$ cat src/rtl/somador_serial_4bits_pkg.sv
// Shared types and sizing for the bit-serial adder.
package somador_pkg;

  localparam int unsigned WIDTH_DEF = 4;
  localparam int unsigned CNT_W_DEF = $clog2(WIDTH_DEF);

  typedef enum logic [1:0] {
    IDLE  = 2'd0,
    SHIFT = 2'd1,
    DONE  = 2'd2
  } state_t;

endpackage

$ cat src/rtl/somador_serial_4bits_somador1bit.sv
// Single-bit combinational full adder, the only arithmetic in the serial datapath.
module Somador1Bit (
  input  logic A,
  input  logic B,
  input  logic Cin,
  output logic S,
  output logic Cout
);

  assign S    = A ^ B ^ Cin;
  assign Cout = (A & B) | (Cin & (A ^ B));

endmodule

$ cat src/rtl/somador_serial_4bits.sv
// Bit-serial adder: one full adder plus carry flop, LSB first, WIDTH+2 cycles per op.
module somador_serial_4bits
  import somador_pkg::*;
#(
  parameter int unsigned WIDTH = WIDTH_DEF
) (
  input  logic             clk,
  input  logic             rst,
  input  logic             start,
  input  logic [WIDTH-1:0] A,
  input  logic [WIDTH-1:0] B,
  input  logic             Cin,
  output logic [WIDTH-1:0] S,
  output logic             Cout,
  output logic             C3,
  output logic             V,
  output logic             busy,
  output logic             done
);

  localparam int unsigned CNT_W = $clog2(WIDTH);
  localparam logic [CNT_W-1:0] CNT_LAST = CNT_W'(WIDTH - 1);

  state_t           state_q, state_d;
  logic [WIDTH-1:0] ra_q, ra_d;
  logic [WIDTH-1:0] rb_q, rb_d;
  logic [WIDTH-1:0] rs_q, rs_d;
  logic             carry_q, carry_d;
  logic [CNT_W-1:0] cnt_q, cnt_d;
  logic [WIDTH-1:0] s_q, s_d;
  logic             cout_q, cout_d;
  logic             c3_q, c3_d;
  logic             v_q, v_d;
  logic             busy_q, busy_d;
  logic             done_q, done_d;

  logic             fa_s;
  logic             fa_co;

  Somador1Bit u_fa (
    .A    (ra_q[0]),
    .B    (rb_q[0]),
    .Cin  (carry_q),
    .S    (fa_s),
    .Cout (fa_co)
  );

  // Next-state, datapath shift and result capture.
  always_comb begin
    state_d = state_q;
    ra_d    = ra_q;
    rb_d    = rb_q;
    rs_d    = rs_q;
    carry_d = carry_q;
    cnt_d   = cnt_q;
    s_d     = s_q;
    cout_d  = cout_q;
    c3_d    = c3_q;
    v_d     = v_q;

    case (state_q)
      IDLE: begin
        if (start) begin
          ra_d    = A;
          rb_d    = B;
          carry_d = Cin;
          cnt_d   = '0;
          state_d = SHIFT;
        end
      end
      SHIFT: begin
        rs_d    = WIDTH'({fa_s, rs_q} >> 1);
        ra_d    = ra_q >> 1;
        rb_d    = rb_q >> 1;
        carry_d = fa_co;
        cnt_d   = cnt_q + CNT_W'(1);
        // Last bit: carry_q is the carry into the MSB stage before it updates.
        if (cnt_q == CNT_LAST) begin
          s_d     = WIDTH'({fa_s, rs_q} >> 1);
          cout_d  = fa_co;
          c3_d    = carry_q;
          v_d     = carry_q ^ fa_co;
          state_d = DONE;
        end
      end
      DONE: begin
        state_d = IDLE;
      end
      default: begin
        state_d = IDLE;
      end
    endcase

    busy_d = (state_d == SHIFT);
    done_d = (state_d == DONE);
  end

  always_ff @(posedge clk) begin
    if (rst) begin
      state_q <= IDLE;
      ra_q    <= '0;
      rb_q    <= '0;
      rs_q    <= '0;
      carry_q <= 1'b0;
      cnt_q   <= '0;
      s_q     <= '0;
      cout_q  <= 1'b0;
      c3_q    <= 1'b0;
      v_q     <= 1'b0;
      busy_q  <= 1'b0;
      done_q  <= 1'b0;
    end else begin
      state_q <= state_d;
      ra_q    <= ra_d;
      rb_q    <= rb_d;
      rs_q    <= rs_d;
      carry_q <= carry_d;
      cnt_q   <= cnt_d;
      s_q     <= s_d;
      cout_q  <= cout_d;
      c3_q    <= c3_d;
      v_q     <= v_d;
      busy_q  <= busy_d;
      done_q  <= done_d;
    end
  end

  assign S    = s_q;
  assign Cout = cout_q;
  assign C3   = c3_q;
  assign V    = v_q;
  assign busy = busy_q;
  assign done = done_q;

endmodule
$ cat config.mk
export PLATFORM = sky130hd
export DESIGN_NAME = somador_serial_4bits
export DESIGN_NICKNAME = d
export VERILOG_FILES = /design/src/rtl/somador_serial_4bits_pkg.sv /design/src/rtl/somador_serial_4bits_somador1bit.sv /design/src/rtl/somador_serial_4bits.sv
export SDC_FILE = /design/constraint.sdc
export NUM_CORES = 1
export LEC_CHECK = 0
export BUFFER_PORTS_ARGS = -buffer_cell sky130_fd_sc_hd__buf_2
export CORE_UTILIZATION = 32
export CTS_BUF_LIST = sky130_fd_sc_hd__clkbuf_4 sky130_fd_sc_hd__clkbuf_8 sky130_fd_sc_hd__clkbuf_16
export DETAILED_ROUTE_END_ITERATION = 7
export RECOVER_POWER = 100
export SLEW_MARGIN = 20
export SYNTH_ARGS = -nofsm -noshare
export SYNTH_HDL_FRONTEND = slang
export SYNTH_SLANG_ARGS = --single-unit
$ cat constraint.sdc
create_clock -name clk -period 3.5 [get_ports clk]
set_input_delay 0.35 -clock clk [delete_from_list [all_inputs] [get_ports clk]]
set_output_delay 0.35 -clock clk [all_outputs]
set_load 0.02 [all_outputs]
After elaboration in Yosys (flattened, before gate mapping)
Cells that the tools add are included.

Add/subtract/negate cells: 1. Equal/unequal tests: 5. Multiplexer cells: 11. Bitwise gates (word level): 6. Reductions and logical operators: 4.

Operator list (count): $pmux W4 S2 (2); $mux W4 (2); $pmux W2 S2 (2); $mux W2 (3); $eq A2 B1 Y1 const B (2); $eq A2 B2 Y1 const B (2); $reduce_and A2 Y1 (2); $xor A1 B1 Y1 (3); $add A2 B1 Y2 const B (1); $and A1 B1 Y1 (2); $logic_not A2 Y1 (1); $ne A2 B2 Y1 const B (1); $pmux W1 S2 (1); $reduce_bool A2 Y1 (1); $mux W1 (1); $or A1 B1 Y1 (1).

Bits in registers: 26. Bits of input ports: 12. Output and inout port bits: 9. Word-level logic and storage cells: 39.

Longest topological paths before layout
Gate-level depths: netlist of run 1.

Word-level depth: 4. Gate-level depth with buffers: 5. Depth with buffers taken out: 4.

Cells and area by module
From an unflattened synthesis of run 1, not the netlist that was laid out.

Cell total of the unflattened synthesis: 103. Area, all modules: 1071.0 um^2.

Modules (own cells, without submodules): somador_serial_4bits (instances 1, cells an instance 102, area an instance 1051.0 um^2); Somador1Bit (instances 1, cells an instance 1, area an instance 20.0 um^2).

Worst setup path before layout of run 1
Ideal clock, no wire load.

Path type: register -> register. Start point: register carry_q. End point: register v_q (netlist: V). Setup time: 79 ps. Arrival time: 1136 ps. Path slack: 2285 ps. Cell stages (with the launch flop): 4. Buffers on the path: 0. Clock period less this slack: 1215 ps. Cell sequence: dfxtp_1 -> fa_1 -> xnor2_1 -> a211oi_2.

Cells in the longest elaborated chain, start to end: 3.

RTL lines: from (decl) (RTL line somador_serial_4bits.sv:28) `logic carry_q, carry_d;`; from (signal assigned) (RTL line somador_serial_4bits.sv:117) `carry_q <= carry_d;`; $and A1 B1 Y1 (RTL line somador_serial_4bits_somador1bit.sv:11) `assign Cout = (A & B) | (Cin & (A ^ B));`; $or A1 B1 Y1 (RTL line somador_serial_4bits_somador1bit.sv:11); named net fa_co (RTL line somador_serial_4bits.sv:38) `logic fa_co;`; $xor A1 B1 Y1 (RTL line somador_serial_4bits.sv:82) `v_d = carry_q ^ fa_co;`; to (signal assigned) (RTL line somador_serial_4bits.sv:122) `v_q <= v_d;`; to (decl) (RTL line somador_serial_4bits.sv:33) `logic v_q, v_d;`.

The timed path passes the listed nets, and every way through them passes these cells. A chain may end at the register's enable or synchronous reset.

Worst setup path after layout of run 1
Start point: register state_q[0]. End point: register rb_q[1].

Cells in the longest elaborated chain, start to end: 3. Elaborated cells on any way between the ends: 6.

RTL lines: from (decl) (RTL line somador_serial_4bits.sv:24) `state_t state_q, state_d;`; from (signal assigned) (RTL line somador_serial_4bits.sv:113) `state_q <= state_d;`; $eq A2 B1 Y1 / $logic_not A2 Y1 (equally long branches) (RTL line somador_serial_4bits.sv:61) `case (state_q)`; $reduce_bool A2 Y1 (no source line) / $ne A2 B2 Y1 (equally long branches); $reduce_and A2 Y1 (no source line); to (signal assigned) (RTL line somador_serial_4bits.sv:115) `rb_q <= rb_d;`; to (decl) (RTL line somador_serial_4bits.sv:26) `logic [WIDTH-1:0] rb_q, rb_d;`.

Parallel ways exist; a longest one is shown, timed or not.

==> out/results.ini, run 1 <==
[status]
status = finished clean

[clocking]
cts_buffer_depth = 2
cts_sinks = 25
cts_tree = built
root_buffer = clkbuf_4
cts_buffers = 3
htree_levels = 1
cts_resized = 0
clk_latency_ps = 310
cts_hold_buf = 0
postCtsSetupBuffers = 0
clk_pin_slew_worst_paths_ps = 130

[grt]
antenna_found_initial = 0
grt_pass1_vias = 684
grt_overflow_total = 0
grt_max_degree = 26
grt_pass1_wl_um = 2950
grt_usage = 0.114

[synthesis]
yosys.area.top_type = dfxtp_1
synth_area_sq_um = 1030
yosysUniqueCellTypes = 25
synthXorXnorAreaFrac = 0.00852
synth_top_family_by_area = compound AO/OA/AOI/OAI gates
synth.top_cell.area_share = 0.487
muxShareOfSynthArea = 0.107
yosys_warnings = 0
yosys.area_share.simple = 0.153
synth_compound_area_frac = 0.159
yosysSeqAreaShare = 0.487
yosys_register_bits = 25
synthCells = 102
synth.area.top_cells = dfxtp_1 (49%), mux2i_1 (11%), nor2_1 (5.5%)
synthAdderAreaFrac = 0.0316
syn_nets = 116
avgSynthCellArea_sq_um = 10.1

[floorplanning]
row_count = 20
die_w_um = 58.7
io_pins = 21
fp.dieH_um = 58.7
core_sq_um = 3050
start_util = 0.337
die_area_sq_um = 3440

[place]
routabilityCongestion = 0.700
portBuffers = 20
post-dp-hpwl_um = 1280

[detailed_routing]
first_pass_iters = 4
wl_per_cell_um = 11.0
drtIter0Drc = 20
wl_um = 1800
drt.antenna.violating_nets = 0
via_count = 727
vias_per_cell = 4.46
drcViolationCount = 0

[worst_setup_path]
crit_path_end_kind = register
crit_fanout = 15
ff2ff_path_depth = 3
start_kind = register
critPathRequiredTime_ps = 3740
path_class = reg -> reg
crit_arrival_ps = 1960

[timing]
max_freq_mhz = 580
finalHoldViolCount = 0
drv_slew = 0
min_period_over_period = 0.492
slew_headroom = 0.569
finClkSkew_ps = 2.28
min_period_ps = 1720
tns_ps = 0
setup_viol = 0
worst_slew_pin_slew_ps = 645
rsz0062_at_grt = false

[cells_and_area]
antenna_cells = 0
layout_commonest_cell = dfxtp_1
final_net_count = 134
layout-drive-gt1-share = 0.168
num-fill-cells = 353
mostFrequentLayoutCells = dfxtp_1 (25), nor2_1 (15), nand2_1 (12), mux2i_1 (11), buf_2 (11)
area_growth_pct = 10.2

[hold_path]
hold_depth = 3
hp-class = in -> reg

[run]
cap_violations = 0

[pwr]
pwr_density_cell_nw_per_um2 = 436
peakVddDrop_mv = 0.105
total_power_w = 0.000494
leakage_nw = 0.431

## routing by layer
metal	routed length, um	GRT usage	up-vias
li1	-	-	384
met1	919	0.145	327
met2	780	0.182	12
met3	57	0.0154	4
met4	38	0.0714	0
met5	0	0	-
## where the power goes
part           switching, W  internal, W  leakage (nW)
logic             0.0000288    0.0000265         0.208
clock network     0.0000853    0.0000428        0.0177
registers         0.0000129     0.000298         0.205
## stage by stage
stage	instances	cell area, sq um	hold slack (ps)	util	worst slack (ps)
floorplan	102	1030	431	-	2280
global placement	159	1130	441	0.371	1910
detailed placement	159	1130	443	0.371	1860
CTS	163	1160	267	0.380	1850
global route	163	1130	278	0.371	1600
finish	163	1130	269	0.371	1780
## kinds of logic (layout without fill, tap and decap cells)
family | Yosys count | after routing
mux | 11 | 11
flops | 25 | 25
simple gates | 35 | 35
fa+ha+maj | 2 | 2
xor+xnor | 1 | 1
buf+inv | 8 | 25
compound gates | 20 | 20
## cell usage after synthesis
cell type  count
a211oi_1       5
a211oi_2       4
a21oi_1        6
a22oi_1        3
and3b_1        1
buf_2          2
buf_4          1
buf_6          1
buf_8          1
clkbuf_1       2
dfxtp_1       25
fa_1           1
ha_1           1
inv_1          1
mux2i_1       11
nand2_1       12
nand3b_2       1
nor2_1        15
nor2_2         2
nor2b_1        1
nor3_1         2
nor3b_1        1
o21ba_4        1
o21bai_1       1
xnor2_1        1
## final timing paths
path	startpoint	to	slack [ps]
worst max register to register	state_q[0]$_SDFF_PP0_	rb_q[1]$_SDFFE_PP0P_	1780
worst min register to register	Cout$_SDFFE_PP0P_	Cout$_SDFFE_PP0P_	460
worst max-delay path	state_q[0]$_SDFF_PP0_	rb_q[1]$_SDFFE_PP0P_	1780
worst min-delay path	B[3]	rb_q[3]$_SDFFE_PP0P_	270
## registers in the layout (all words and copies together) (netlist names), 2 cells and up
register	cells
S	4
rs_q	3
ra_q	4
state_q	2
cnt_q	2
rb_q	4
## worst max-delay path: stages (launching register included)
cell and delay, ps:
dfxtp_1 760, o21ba_1 590, nor2_1 80, a211oi_1 220
## cell type report
type	count	area, sq um	area share
sequential	25	500	0.442
multi-input combinational	69	458	0.404
timing repair buffer	20	88.8	0.0784
tap	44	55.1	0.0486
clock buffer	3	22.5	0.0199
clock inverter	1	5.00	0.00442
inverter	1	3.75	0.00331
No activity file was read; power rests on OpenSTA's default activity.
==> run 2, diff against run 1 <==
--- a/config.mk
+++ b/config.mk
@@ -5,6 +5,7 @@
 export SDC_FILE = /design/constraint.sdc
 export NUM_CORES = 1
 export LEC_CHECK = 0
+export ABC_AREA = 1
 export BUFFER_PORTS_ARGS = -buffer_cell sky130_fd_sc_hd__buf_2
 export CORE_UTILIZATION = 32
 export CTS_BUF_LIST = sky130_fd_sc_hd__clkbuf_4 sky130_fd_sc_hd__clkbuf_8 sky130_fd_sc_hd__clkbuf_16
==> constraint.sdc (replaced) <==
create_clock -name clk -period 1.7 [get_ports clk]
set_input_delay 0.17 -clock clk [delete_from_list [all_inputs] [get_ports clk]]
set_output_delay 0.17 -clock clk [all_outputs]
set_load 0.02 [all_outputs]
==> run 2 against run 1 <==
Compared with the run above: critical path depth increased by 2; count of clock-buffer cells in the layout unchanged; flip-flop and latch count stayed put; largest cell class unchanged; combinational power grew to 2.7 times the previous value; die area grew 8.1%; power rose by 110%; via count grew 27%; core utilization up 0.10 points; clock power is 110% higher; area after synthesis increased by 8.4%.
==> out/results.ini, run 2 <==
[status]
status = finished clean

[detailed_routing]
wl_met3_um = 101
via_count = 926
met2_length_um = 745
drt.antenna.violating_nets = 0
vias_per_cell = 4.19
wl_um = 1920
wl_per_cell_um = 8.70
drtIter0Drc = 21
wl_met1_um = 1060
first_pass_iters = 4
drcViolationCount = 0
top_layer = met4

[synthesis]
yosys_register_bits = 25
synth_area_sq_um = 1110
syn_nets = 169
avgSynthCellArea_sq_um = 7.19
yosys.area.top_type = dfxtp_1
yosysSeqAreaShare = 0.449
synth.most_common_cell = nand2_1
synth.area.top_cells = dfxtp_1 (45%), nand2_1 (15%), nor2_1 (11%)
synth_common_cells = nand2_1 (46), nor2_1 (32), dfxtp_1 (25)
yosys_warnings = 0
async_flop_share = 0
synth.top_cell.area_share = 0.449
yosysUniqueCellTypes = 19
synth_flop_cell = dfxtp_1
synth_edf_count = 0
synthCells = 155

[pwr]
combPwrFrac = 0.141
swShare = 0.277
clockPowerShare = 0.257
internal_power_w = 0.000766
pwr_density_cell_nw_per_um2 = 853
power.switching_w = 0.000293
p_seq_frac = 0.602
total_power_w = 0.00106
leakage_nw = 0.597
peakVddDrop_mv = 0.504

[worst_setup_path]
crit_end = S[3]$_SDFFE_PP0P_
r2r_slack_ps = 370
crit_fanout = 13
rr_startpoint = state_q[1]$_SDFF_PP0_
crit_arrival_ps = 1620
cp_cell_sequence = nor2_4 > nand2_1 > nor2_2 > nand2_1 > nand2_1
worst_path_max_delay_cell = dfxtp_1
critPathLaunch = state_q[1]$_SDFF_PP0_
cpPeakStageDelay_ps = 380
start_kind = register
path_common_cell = nand2_1
reg2reg_to = S[3]$_SDFFE_PP0P_
critPathRequiredTime_ps = 1980
crit_path_end_kind = register
ff2ff_path_depth = 5
path_class = reg -> reg

[clocking]
cts_tree = built
cts_buffer_depth = 2
root_buffer = clkbuf_4
clk_latency_ps = 320
cts_hold_buf = 0
postCtsSetupBuffers = 0
cts_buffers = 3
clk_pin_slew_worst_paths_ps = 140
htree_levels = 1
cts_resized = 0
cts_sinks = 25

[timing]
tns_ps = 0
min_period_over_period = 0.785
finClkSkew_ps = 11.2
finalHoldViolCount = 0
setup_viol = 0
rsz0062_at_grt = false
slew_headroom = 0.696
drv_slew = 0
max_freq_mhz = 749
worst_slew_pin_slew_ps = 455
min_period_ps = 1330

[cells_and_area]
layout-drive-gt1-share = 0.131
final_net_count = 190
mostFrequentLayoutCells = nand2_1 (49), nor2_1 (32), dfxtp_1 (25), inv_1 (15), nand3_1 (12)
num-fill-cells = 384
layout_commonest_cell = nand2_1
fin_cells = 221
area_growth_pct = 11.4
final_util = 0.372
antenna_cells = 0

[place]
post-dp-hpwl_um = 1280
portBuffers = 20
dp_cells = 217
routabilityCongestion = 0.746

[grt]
grt_pass1_vias = 795
grt_overflow_total = 0
grt_usage = 0.124
grt_max_degree = 19
grt_pass1_wl_um = 3430
antenna_found_initial = 0

[floorplanning]
start_util = 0.334
io_pins = 21
die_area_sq_um = 3720
fp.dieH_um = 61.0
row_count = 21
die_w_um = 61.0
core_sq_um = 3340

[hold_path]
hold_depth = 3
hp-class = in -> reg
hold_start = A[3]

[run]
cap_violations = 0

run 2: cell types whose count changed after synthesis, sizes merged, moves of 5 or more:
cell | before | now
nand2 | 12 | 50
inv | 1 | 16
nor2 | 17 | 34
mux2i | 11 | 0
o21ai | 0 | 5
a211oi | 9 | 0
nand3 | 0 | 12
run 2: worst min-delay path by stage:
stage / to / slack, ps
finish: ra_q[3]$_SDFFE_PP0P_ / 110
global route: rb_q[3]$_SDFFE_PP0P_ / 120
CTS: rb_q[3]$_SDFFE_PP0P_ / 100
detailed placement: S[2]$_SDFFE_PP0P_ / 450
global placement: S[2]$_SDFFE_PP0P_ / 450
floorplan: busy$_SDFF_PP0_ / 340
run 2: final cells by class:
type,count,area (sq um),area share
clock inverters,1,7.51,0.00604
repair buffers,21,96.3,0.0775
multi-input cells,109,498,0.401
inverters,16,60.1,0.0483
well taps,46,57.6,0.0463
flip-flops and latches,25,500,0.403
clock buffers,3,22.5,0.0181
run 2: power groups by stage:
stage	clock [W]	combinational (W)	sequential, W
floorplan	0	0.000121	0.000651
global placement	0	0.000154	0.000652
detailed placement	0	0.000155	0.000652
CTS	0.000284	0.000155	0.000639
global route	0.000307	0.000177	0.000644
finish	0.000272	0.000150	0.000638
run 2: cell families (layout without fill, tap and decap cells):
kind of cell,after synthesis,count (layout),synth area share
adders and majority gates,2,2,0.0292
and+or+nand+nor,96,96,0.359
buffers and inverters,21,41,0.0932
xor gates and xnor gates,1,1,0.00786
AOI/OAI and AO/OA,10,10,0.0617
DFF,25,25,0.449
run 2: critical path, delay by kind of cell, from the launching register on:
family | cells | cell delay, ps
DFF | 1 | 380
and+or+nand+nor | 5 | 910
run 2: layer usage:
layer,global-route usage,vias up
li1,-,511
met1,0.173,392
met2,0.185,21
met3,0.0441,2
met4,0.0292,0
met5,0,-
run 2: through the flow:
stage / hold slack, ps / setup WS (ps) / area [sq um]
3_5_place_dp: 453 / 454 / 1240
5_1_grt: 117 / 223 / 1240
2_1_floorplan: 339 / 520 / 1110
3_3_place_gp: 454 / 481 / 1240
4_1_cts: 101 / 431 / 1270
6_report: 113 / 365 / 1240
==> run 3, diff against run 2 <==
==> constraint.sdc (replaced) <==
create_clock -name clk -period 1.1 [get_ports clk]
set_input_delay 0.11 -clock clk [delete_from_list [all_inputs] [get_ports clk]]
set_output_delay 0.11 -clock clk [all_outputs]
set_load 0.02 [all_outputs]
==> run 3 against run 2 <==
Compared with the run above: first-iteration DRC count increased by 95%; non-clock buffer count rose by 9; critical endpoint is now V$_SDFFE_PP0P_; critical path type unchanged; largest power group unchanged; core utilization increased by 3.7 points; critical path depth is 1 lower; the flow now finishes with violations (negative setup slack).
==> out/results.ini, run 3 (synthesis results as in run 2) <==
[status]
status = complete, but fails checks
failed_checks = negative setup slack

[hold_path]
hp-class = in -> reg

[floorplanning]
die_area_sq_um = 3720
die_w_um = 61.0
core_sq_um = 3340
io_pins = 21
row_count = 21
fp.dieH_um = 61.0
start_util = 0.334

[pwr]
peakVddDrop_mv = 0.801
pwr_density_cell_nw_per_um2 = 1240
total_power_w = 0.00170
leakage_nw = 0.674

[run]
cap_violations = 0

[worst_setup_path]
critPathLaunch = rb_q[0]$_SDFFE_PP0P_
reg2reg_to = V$_SDFFE_PP0P_
ff2ff_path_depth = 4
path_class = reg -> reg
crit_path_end_kind = register
crit_end = V$_SDFFE_PP0P_
crit_fanout = 3
crit_arrival_ps = 1380
r2r_slack_ps = -40
rr_startpoint = rb_q[0]$_SDFFE_PP0P_
start_kind = register
critPathRequiredTime_ps = 1340

[clocking]
cts_buffers = 3
cts_buffer_depth = 2
cts_tree = built
htree_levels = 1
cts_sinks = 25
clk_pin_slew_worst_paths_ps = 140
root_buffer = clkbuf_4
clk_latency_ps = 320

[grt]
grtUsageMet3 = 0.0441
grtUsageMet1 = 0.180
grt_pass1_wl_um = 3680
grt_pass1_vias = 849
top_usage_layer = met2
grt_usage = 0.134
met2_usage = 0.210
antenna_found_initial = 0
grt_max_degree = 19
grt_overflow_total = 0

[timing]
setup_slack_ps = -39.2
slew_headroom = 0.800
holdWs_ps = 44.3
finClkSkew_ps = 2.98
worst_slew_pin_slew_ps = 300
setup_viol = 3
min_period_over_period = 1.04
min_period_ps = 1140
max_freq_mhz = 878
finalHoldViolCount = 0
drv_slew = 0
rsz0062_at_grt = true

[place]
portBuffers = 20
dp_slack_ps = -56.3
post-dp-hpwl_um = 1450
routabilityCongestion = 0.710

[detailed_routing]
vias_per_cell = 4.20
via_count = 965
wl_um = 2120
drtIter0Drc = 41
first_pass_iters = 4
drcViolationCount = 0
wl_per_cell_um = 9.20
drt.antenna.violating_nets = 0

[cells_and_area]
num-fill-cells = 364
final_net_count = 199
antenna_cells = 0
layout-drive-gt1-share = 0.272
multi_input_area_sq_um = 524
mostFrequentLayoutCells = nand2_1 (46), nor2_1 (32), dfxtp_1 (20), inv_1 (14), nand3_1 (12)
area_growth_pct = 22.6
layout_commonest_cell = nand2_1
regArea_sq_um = 512

==> run 3: cell type report <==
cell class                      count  share of cell area
Tap cell                           46              0.0421
Timing Repair Buffer               30               0.136
Clock inverter                      1             0.00366
Inverter                           16              0.0440
Clock buffer                        3              0.0165
Multi-Input combinational cell    109               0.384
Sequential cell                    25               0.375
==> run 3: repair_timing <==
item / CTS / global route
endpoints found under the setup margin: 13 / 18
endpoints found under the hold margin: 0 / 1
hold buffers: 0 / 1
pin swaps: 3 / 3
buffers inserted: 1 / 1
gates resized for setup: 3 / 8
==> run 3: worst min-delay path by stage <==
stage                                       to   from  cells after the start
after CTS                      done$_SDFF_PP0_    rst                      2
after floorplan                busy$_SDFF_PP0_  start                      2
final                     rb_q[3]$_SDFFE_PP0P_   B[3]                      3
after global placement         done$_SDFF_PP0_    rst                      2
after detailed placement       done$_SDFF_PP0_    rst                      2
after global routing      rb_q[3]$_SDFFE_PP0P_   B[3]                      3
==> run 3: worst max-delay path: stages (launching register included) <==
cell and delay, ps:
dfxtp_2 360, fa_2 420, xor2_1 150, nor2_1 80, nor2_1 50
==> run 3: metal layers <==
layer / up-vias / part of all wire
met5: - / 0
met4: 0 / 0.0061
met3: 2 / 0.042
met2: 24 / 0.44
met1: 408 / 0.51
li1: 531 / -
==> run 3: through the flow <==
step	cell area [sq um]	setup TNS, ps	instances	utilization
after floorplan	1120	0	155	-
after global placement	1280	-81.2	223	0.385
after detailed placement	1280	-135	223	0.385
after CTS	1320	-95.1	228	0.396
after global routing	1370	-705	230	0.409
final	1370	-73.2	230	0.409
==> run 3: power by group <==
part           leakage (nW)  total [W]  internal, W  switching [W]
combinational         0.449   0.000282     0.000127       0.000156
clock                0.0177   0.000425     0.000136       0.000288
sequential            0.207   0.000989     0.000956      0.0000334
